--- config.mk ---
export PLATFORM = sky130hd
export DESIGN_NAME = bus_dispatch_ctrl_flat
export DESIGN_NICKNAME = d
export VERILOG_FILES = /design/src/rtl/bus_dispatch_ctrl_if.sv /design/src/rtl/bus_dispatch_ctrl.sv /design/src/flat_wrapper.sv
export SDC_FILE = /design/constraint.sdc
export NUM_CORES = 1
export LEC_CHECK = 0
export ABC_AREA = 1
export CAP_MARGIN = 25
export CORE_UTILIZATION = 42
export CTS_BUF_LIST = sky130_fd_sc_hd__clkbuf_8
export CTS_CLUSTER_SIZE = 20
export DETAILED_ROUTE_END_ITERATION = 8
export HOLD_SLACK_MARGIN = 0.06
export PLACE_DENSITY = 0.77
export SLEW_MARGIN = 10
export SYNTH_ARGS = -nofsm -noshare
export SYNTH_HDL_FRONTEND = slang
export SYNTH_SLANG_ARGS = --single-unit
--- constraint.sdc ---
create_clock -name clk -period 2 [get_ports clk]
set_input_delay 0.2 -clock clk [delete_from_list [all_inputs] [get_ports clk]]
set_output_delay 0.2 -clock clk [all_outputs]
set_load 0.005 [all_outputs]
--- src/rtl/bus_dispatch_ctrl_if.sv ---
// Host-bus and switch-FIFO signal bundle for bus_dispatch_ctrl.
// The slave modport is the dispatcher side; the master modport is the host/FIFO side.
interface bus_dispatch_ctrl_if #(
  parameter int NUM_SW_INST = 5,
  parameter int SW_ADDR_W   = 3,
  parameter int REG_ADDR_W  = 5,
  parameter int W_WIDTH     = 8,
  parameter int ID_WIDTH    = 8,
  parameter int FRAME_WIDTH = 32,
  parameter int CNT_WIDTH   = 8
);
  logic                            en_in;
  logic                            in_valid;
  logic                            in_ready;
  logic                            wr_rd_op;
  logic [ID_WIDTH-1:0]             op_id;
  logic [SW_ADDR_W+REG_ADDR_W-1:0] addr_in;
  logic [W_WIDTH-1:0]              wr_data_in;
  logic [NUM_SW_INST-1:0]          fifo_full;
  logic [FRAME_WIDTH-1:0]          frame_out;
  logic [NUM_SW_INST-1:0]          fifo_wr_en;
  logic                            addr_err;
  logic [CNT_WIDTH-1:0]            err_cnt;
  logic                            busy;

  modport slave (
    input  en_in, in_valid, wr_rd_op, op_id, addr_in, wr_data_in, fifo_full,
    output in_ready, frame_out, fifo_wr_en, addr_err, err_cnt, busy
  );

  modport master (
    output en_in, in_valid, wr_rd_op, op_id, addr_in, wr_data_in, fifo_full,
    input  in_ready, frame_out, fifo_wr_en, addr_err, err_cnt, busy
  );
endinterface

--- src/rtl/bus_dispatch_ctrl.sv ---
// Packs host register-access transactions into frames and issues each to one
// switch-instance FIFO through a one-entry hold buffer with per-FIFO back-pressure.
module bus_dispatch_ctrl #(
  parameter int NUM_SW_INST = 5,
  parameter int SW_ADDR_W   = 3,
  parameter int REG_ADDR_W  = 5,
  parameter int W_WIDTH     = 8,
  parameter int ID_WIDTH    = 8,
  parameter int FRAME_WIDTH = 32,
  parameter int CNT_WIDTH   = 8
) (
  input logic                   clk,
  input logic                   rst_n,
  bus_dispatch_ctrl_if.slave    bus
);

  localparam int ADDR_W = SW_ADDR_W + REG_ADDR_W;
  localparam logic [SW_ADDR_W:0] NUM_SEL = (SW_ADDR_W+1)'(NUM_SW_INST);

  typedef enum logic {S_EMPTY, S_HOLD} state_e;

  state_e                 state_q, state_d;
  logic [FRAME_WIDTH-1:0] hold_frame_q;
  logic [SW_ADDR_W-1:0]   hold_sel_q;
  logic [FRAME_WIDTH-1:0] frame_q, frame_d;
  logic [NUM_SW_INST-1:0] wr_en_q, wr_en_d;
  logic                   addr_err_q, addr_err_d;
  logic [CNT_WIDTH-1:0]   err_cnt_q, err_cnt_d;

  logic [SW_ADDR_W-1:0]   sw_sel;
  logic [REG_ADDR_W-1:0]  reg_addr;
  logic [FRAME_WIDTH-1:0] new_frame;
  logic                   addr_bad;
  logic                   hold_valid, issue_now, in_ready, accept, load;

  assign sw_sel    = bus.addr_in[ADDR_W-1 -: SW_ADDR_W];
  assign reg_addr  = bus.addr_in[REG_ADDR_W-1:0];
  assign addr_bad  = {1'b0, sw_sel} >= NUM_SEL;
  assign new_frame = FRAME_WIDTH'({reg_addr, bus.wr_rd_op, bus.wr_data_in, bus.op_id});

  // NOTE: sequential state is updated with <= so every flop samples pre-edge values.
  always_ff @(posedge clk or negedge rst_n) begin
    if (!rst_n) state_q <= S_EMPTY;
    else        state_q <= state_d;
  end

  // NOTE: every combinational output gets a default first, so no path can infer a latch.
  always_comb begin
    state_d = state_q;
    case (state_q)
      S_EMPTY: if (load) state_d = S_HOLD;
      S_HOLD:  if (!load && issue_now) state_d = S_EMPTY;
      default: state_d = S_EMPTY;
    endcase
  end

  // A FIFO written last cycle is skipped so its full flag can catch up.
  always_comb begin
    hold_valid = (state_q == S_HOLD);
    issue_now  = hold_valid && !bus.fifo_full[hold_sel_q] && !wr_en_q[hold_sel_q];
    in_ready   = bus.en_in && (!hold_valid || issue_now);
    accept     = bus.in_valid && in_ready;
    load       = accept && !addr_bad;
  end

  always_comb begin
    wr_en_d    = '0;
    frame_d    = '0;
    if (issue_now) begin
      wr_en_d = NUM_SW_INST'(1) << hold_sel_q;
      frame_d = hold_frame_q;
    end
    addr_err_d = accept && addr_bad;
    err_cnt_d  = err_cnt_q;
    if (addr_err_d && (err_cnt_q != '1)) err_cnt_d = err_cnt_q + CNT_WIDTH'(1);
  end

  always_ff @(posedge clk or negedge rst_n) begin
    if (!rst_n) begin
      wr_en_q    <= '0;
      frame_q    <= '0;
      addr_err_q <= 1'b0;
      err_cnt_q  <= '0;
    end else begin
      wr_en_q    <= wr_en_d;
      frame_q    <= frame_d;
      addr_err_q <= addr_err_d;
      err_cnt_q  <= err_cnt_d;
    end
  end

  // NOTE: hold payload needs no reset; it is only observed while state_q is S_HOLD.
  always_ff @(posedge clk) begin
    if (load) begin
      hold_frame_q <= new_frame;
      hold_sel_q   <= sw_sel;
    end
  end

  assign bus.in_ready   = in_ready;
  assign bus.frame_out  = frame_q;
  assign bus.fifo_wr_en = wr_en_q;
  assign bus.addr_err   = addr_err_q;
  assign bus.err_cnt    = err_cnt_q;
  assign bus.busy       = hold_valid;

endmodule

--- src/flat_wrapper.sv ---
// flat-port wrapper written by rule: the top's interface ports become plain ports
module bus_dispatch_ctrl_flat 
#(
  parameter int NUM_SW_INST = 5,
  parameter int SW_ADDR_W   = 3,
  parameter int REG_ADDR_W  = 5,
  parameter int W_WIDTH     = 8,
  parameter int ID_WIDTH    = 8,
  parameter int FRAME_WIDTH = 32,
  parameter int CNT_WIDTH   = 8
)
  (clk, rst_n, bus_en_in, bus_in_valid, bus_wr_rd_op, bus_op_id, bus_addr_in, bus_wr_data_in, bus_fifo_full, bus_in_ready, bus_frame_out, bus_fifo_wr_en, bus_addr_err, bus_err_cnt, bus_busy);
  bus_dispatch_ctrl_if #(.NUM_SW_INST(NUM_SW_INST), .SW_ADDR_W(SW_ADDR_W), .REG_ADDR_W(REG_ADDR_W), .W_WIDTH(W_WIDTH), .ID_WIDTH(ID_WIDTH), .FRAME_WIDTH(FRAME_WIDTH), .CNT_WIDTH(CNT_WIDTH)) bus_i ();
  input logic clk;
  input logic rst_n;
  input wire logic [$bits(bus_i.en_in)-1:0] bus_en_in;
  input wire logic [$bits(bus_i.in_valid)-1:0] bus_in_valid;
  input wire logic [$bits(bus_i.wr_rd_op)-1:0] bus_wr_rd_op;
  input wire logic [$bits(bus_i.op_id)-1:0] bus_op_id;
  input wire logic [$bits(bus_i.addr_in)-1:0] bus_addr_in;
  input wire logic [$bits(bus_i.wr_data_in)-1:0] bus_wr_data_in;
  input wire logic [$bits(bus_i.fifo_full)-1:0] bus_fifo_full;
  output wire logic [$bits(bus_i.in_ready)-1:0] bus_in_ready;
  output wire logic [$bits(bus_i.frame_out)-1:0] bus_frame_out;
  output wire logic [$bits(bus_i.fifo_wr_en)-1:0] bus_fifo_wr_en;
  output wire logic [$bits(bus_i.addr_err)-1:0] bus_addr_err;
  output wire logic [$bits(bus_i.err_cnt)-1:0] bus_err_cnt;
  output wire logic [$bits(bus_i.busy)-1:0] bus_busy;
  assign bus_i.en_in = bus_en_in;
  assign bus_i.in_valid = bus_in_valid;
  assign bus_i.wr_rd_op = bus_wr_rd_op;
  assign bus_i.op_id = bus_op_id;
  assign bus_i.addr_in = bus_addr_in;
  assign bus_i.wr_data_in = bus_wr_data_in;
  assign bus_i.fifo_full = bus_fifo_full;
  assign bus_in_ready = bus_i.in_ready;
  assign bus_frame_out = bus_i.frame_out;
  assign bus_fifo_wr_en = bus_i.fifo_wr_en;
  assign bus_addr_err = bus_i.addr_err;
  assign bus_err_cnt = bus_i.err_cnt;
  assign bus_busy = bus_i.busy;
  bus_dispatch_ctrl #(.NUM_SW_INST(NUM_SW_INST), .SW_ADDR_W(SW_ADDR_W), .REG_ADDR_W(REG_ADDR_W), .W_WIDTH(W_WIDTH), .ID_WIDTH(ID_WIDTH), .FRAME_WIDTH(FRAME_WIDTH), .CNT_WIDTH(CNT_WIDTH)) u_core (.clk(clk), .rst_n(rst_n), .bus(bus_i));
endmodule
Word level (Yosys, flattened, before mapping)
Index checks and enable logic that the tools add are counted. Widths: inputs -> output; s select.

Output and inout bits: 48. Register bits: 72.

Bitwise gates (word level): 1. Reduce and logical (&&, ||, !) cells: 14. Eq/ne operators: 1. Add/sub/neg operators: 1. Magnitude comparators: 2. Mux-type cells: 9. Shift-type cells: 1.

Operator list (number): $mux 22 (1); $add 8x1->8 const B (1); $logic_and 1x1->1 (8); $ne 8x8->1 const B (1); $bmux 1 s3 (2); $logic_not 1->1 (5); $mux 5 (1); $shl 1x3->5 const A (1); $lt 3x4->1 const B (1); $mux 1 (4); $ge 3x3->1 const B (1); $pmux 1 s2 (1); $logic_or 1x1->1 (1); $not 1->1 (1).

Logic depth before layout (Yosys ltp)
Word-level depth: 13. Depth in mapped cells: 12. Depth with buffers taken out: 12.

Least setup slack after synthesis
No wires, ideal clock.

Path kind: register -> register. From: register u_core.hold_sel_q[0]. To: register u_core.hold_frame_q[0], enable pin. Path buffers: 0. Stages on the path, launching flop included: 10. Data required time: 1.620 ns. Library setup time: 0.380 ns. Slack: -0.037 ns. Arrival time: 1.657 ns. Cells stage by stage: edfxtp_1 > nand2_1 > nor2_1 > nor2_1 > nand2_1 > nand2_2 > nand2_4 > a21boi_1 > nand3_1 > inv_1.

Word-level cells in the longest chain between the ends: 9.

Ends and longest elaborated chain: from (decl) (RTL line bus_dispatch_ctrl.sv:24) `logic [SW_ADDR_W-1:0] hold_sel_q;`; from (signal assigned) (RTL line bus_dispatch_ctrl.sv:96) `hold_sel_q <= sw_sel;`; $bmux 1 s3 (RTL line bus_dispatch_ctrl.sv:60) `issue_now = hold_valid && !bus.fifo_full[hold_sel_q] && !wr_en_q[hold_sel_q];`; $mux 1 (implied by the code) (RTL line bus_dispatch_ctrl.sv:60); $logic_not 1->1 (RTL line bus_dispatch_ctrl.sv:60); $logic_and 1x1->1 (RTL line bus_dispatch_ctrl.sv:60); $logic_and 1x1->1 * (RTL line bus_dispatch_ctrl.sv:60); $logic_or 1x1->1 * (RTL line bus_dispatch_ctrl.sv:61) `in_ready = bus.en_in && (!hold_valid || issue_now);`; $logic_and 1x1->1 * (RTL line bus_dispatch_ctrl.sv:61); named net bus_in_ready (RTL line flat_wrapper.sv:23) `output wire logic [$bits(bus_i.in_ready)-1:0] bus_in_ready;`; $logic_and 1x1->1 * (RTL line bus_dispatch_ctrl.sv:62) `accept = bus.in_valid && in_ready;`; $logic_and 1x1->1 * (RTL line bus_dispatch_ctrl.sv:63) `load = accept && !addr_bad;`; named net u_core.load (RTL line bus_dispatch_ctrl.sv:34) `logic hold_valid, issue_now, in_ready, accept, load;`; to (signal assigned) (RTL line bus_dispatch_ctrl.sv:95) `hold_frame_q <= new_frame;`; to (decl) (RTL line bus_dispatch_ctrl.sv:23) `logic [FRAME_WIDTH-1:0] hold_frame_q;`.

Mark *: on every way through the listed nets, which the timed path passes. The rest lies on a longest branch. The select of a mux whose other input is x is not followed. A chain may end at the register's enable or synchronous reset.

Worst setup path in the final report
From: register u_core.hold_sel_q[0]. To: output port bus_in_ready.

Word-level cells in the longest chain between the ends: 7.

Ends and longest elaborated chain (RTL line): $bmux 1 s3 (bus_dispatch_ctrl.sv:60); $mux 1 (implied by the code) (bus_dispatch_ctrl.sv:60); $logic_not 1->1 (bus_dispatch_ctrl.sv:60); $logic_and 1x1->1 (bus_dispatch_ctrl.sv:60); $logic_and 1x1->1 * (bus_dispatch_ctrl.sv:60); $logic_or 1x1->1 * (bus_dispatch_ctrl.sv:61); $logic_and 1x1->1 * (bus_dispatch_ctrl.sv:61); to (decl) (flat_wrapper.sv:23).

Mark *: on every way between the ends. The rest lies on a longest branch, timed or not. The select of a mux whose other input is x is not followed.

==> results_dict.tcl <==
set metrics [dict create \
    outcome "completed" \
    drtAntennaViolNets 0 \
    multi_input_area_um2 551 \
    max_freq_mhz 547 \
    diodes 0 \
    numPortBuffers 71 \
    maxCapViolations 0 \
    synth_area_leader_cell "dfrtp_1" \
    drt-pass1-iter-count 4 \
    rsz0062_at_grt "no" \
    synth_edf_count 25 \
    min_period_ns 1.83 \
    r2r_start "u_core.hold_sel_q[0]" \
    fin_crit_sh 0.914 \
    routed.top_layer "met4" \
    critPathLaunch "u_core.hold_sel_q[0]" \
    post_cts_buffers 0 \
    cts_max_path_buffers 2 \
    hold_path.startpoint "bus_wr_rd_op" \
    ctsHtreeMaxLevel 3 \
    dp.cells 354 \
    final_layout_size_suffix_gt1_frac 0.114 \
    ys_top_cells_by_area "dfrtp_1, edfxtp_1, nor2_1" \
    yosysUniqueCellTypes 24 \
    ys_async_sr_fraction 0.597 \
    finalSetupTns_ns 0 \
    overflow 0 \
    yosysWarnings 0 \
    crit_family "simple AND/OR/NAND/NOR gates" \
    grt.total_usage 0.150 \
    finalMaxSlewViolations 0 \
    worstPathRequired_ns 1.80 \
    slew_headroom 0.443 \
    power-per-cell-area_nw_per_um2 1100 \
    gp_congestion 0.829 \
    fillerInstances 465 \
    cts_root_buffer "clkbuf_8" \
    first_iter_violations 61 \
    cp.buffers_inverters 1 \
    synth-seq-area-share 0.690 \
    fin_cells 370 \
    path_cells "nand2_1 > nor2_1 > nor2_1 > nand2_1 > nand2_2 > nand2_4 > a21boi_1 > dlygate4sd2_1" \
    grt_pass1_vias 1550 \
    initial_utilization 0.438 \
    cts_made_buffers 9 \
    clock_skew_ns 0.00662 \
    hold_viol_final 0 \
    syn_avg_cell_area_um2 11.6 \
    wl_um 4020 \
    synth_seq_cells 62 \
    vias 1580 \
    power_frac_comb 0.261 \
    antenna_found_initial 0 \
    die_w_um 78.0 \
    clk_latency_ns 0.32 \
    via_per_inst 4.27 \
    worst_pin_slew_ns 0.836 \
    synth_common_cells "nor2_1, dfrtp_1, inv_1, edfxtp_1, nand2_1" \
    path_class "register to output pin" \
    slowest_stage "edfxtp_1" \
    die_area_um2 6090 \
    setup_viol 0 \
    finalPower_mw 3.78 \
    drcViolationCount 0 \
    core_area_um2 5540 \
    netlist_area_um2 2430 \
    synth_most_common_cell "nor2_1" \
    p_int_mw 2.79 \
    post-dp-hpwl_um 2850 \
    p_leak_nw 1.60 \
    cp.arrival_ns 1.63 \
    grt_pass1_wl_um 6780 \
    top_level_ports 82 \
    switching_share 0.261 \
    clock_sinks 62 \
    die_h_um 78.0 \
    ir_worst_vdd_mv 0.896 \
    wl_per_cell_um 10.9 \
    pwr-share-clk 0.295 \
    switchingPower_mw 0.987 \
    clkTransAtPathRegs_ns 0.06 \
    synth_top_area_share 0.381 \
    wl_met2_um 1950 \
    startpoint_type "register" \
    hold_class "input pin to register" \
    grt_max_degree 38 \
    area_growth_pct 42.0 \
    drt-met1-wl_um 1760 \
    cp_max_fo 3 \
    row_count 27 \
    cts_tree "done" \
    slowest_delay_ns 0.42 \
    cp-end-kind "output pin" \
    regArea_um2 1680 \
    seq_power_share 0.444 \
    synth-main-ff-cell "dfrtp_1" \
    met3_length_um 247 \
    nNetsFinal 329 \
    synthCells 209 \
]
==> worst paths after layout <==
| check | endpoint | slack (ns) | cells past startpoint |
|---|---|---|---|
| min reg2reg | u_core.bus.frame_out[21] | 0.47 | 2 |
| max reg2reg | u_core.hold_frame_q[15] | 0.20 | 10 |
| min | u_core.hold_frame_q[16] | 0.43 | 1 |
| min in group asynchronous | u_core.bus.frame_out[11] | 0.52 | 2 |
| max in group asynchronous | u_core.bus.err_cnt[0] | 0.95 | 2 |
| max | bus_in_ready | 0.17 | 8 |
==> power by group through the flow <==
stage	registers [mW]	logic (mW)	clock network [mW]
6_report	1.68	0.987	1.11
3_5_place_dp	1.71	0.999	0
5_1_grt	1.70	1.10	1.20
3_3_place_gp	1.70	0.974	0
2_1_floorplan	1.72	0.415	0
4_1_cts	1.68	1.00	1.15
==> metal layers <==
layer  global-route usage  up-vias
met5                    0        -
li1                     -      800
met2                0.239       55
met4               0.0981        0
met3               0.0419        6
met1                0.179      719
==> per-stage QoR <==
step	util	hold WS [ns]	cell area [µm²]	worst slack [ns]
5_1_grt	0.623	0.411	3450	0.0165
4_1_cts	0.623	0.413	3450	0.142
3_3_place_gp	0.585	0.343	3240	0.0238
2_1_floorplan	-	-0.0956	2470	0.135
6_report	0.623	0.433	3450	0.173
3_5_place_dp	0.585	0.357	3240	-0.0161
==> kinds of logic after synthesis <==
family,Yosys count,synth area share
and+or+nand+nor,79,0.162
DFF,62,0.690
buffers and inverters,52,0.0969
AOI/OAI and AO/OA,11,0.0335
xor gates and xnor gates,3,0.0108
adders and majority gates,1,0.00515
other,1,0.00154
==> timing repair <==
action	CTS	global route
endpoints found under the hold margin	37	0
hold buffers	1	0
endpoints found under the setup margin	1	0
gates resized for setup	1	0
==> area by class of cell <==
cell class,count,share of cell area
timing repair buffer,77,0.225
clock buffer,9,0.0359
inverter,40,0.0446
clock inverter,6,0.0225
tap,72,0.0261
multi-input combinational,104,0.160
sequential,62,0.486
==> state kept, by name, indices dropped and copies added, names as in the netlist <==
| signal | count |
|---|---|
| u_core.bus.fifo_wr_en | 5 |
| u_core.hold_frame_q | 22 |
| u_core.bus.busy | 1 |
| u_core.hold_sel_q | 3 |
| u_core.bus.addr_err | 1 |
| u_core.bus.err_cnt | 8 |
| u_core.bus.frame_out | 22 |
==> cell usage in the layout, fill, tap and decap left out, drive strengths merged <==
master and n:
nor2 40, clkinv 4, nand3 12, o21bai 8, conb 10, bufinv 2, nor3 4, a21boi 1
clkbuf 9, edfxtp 25, clkinvlp 1, nand2 22, dfrtp 37, nand4 1, ha 1, buf 6
inv 39, xor2 3, o21ai 2, dlygate4sd3 1, dlygate4sd2 1, clkdlybuf4s50 69
No activity file was read; power rests on OpenSTA's default activity.
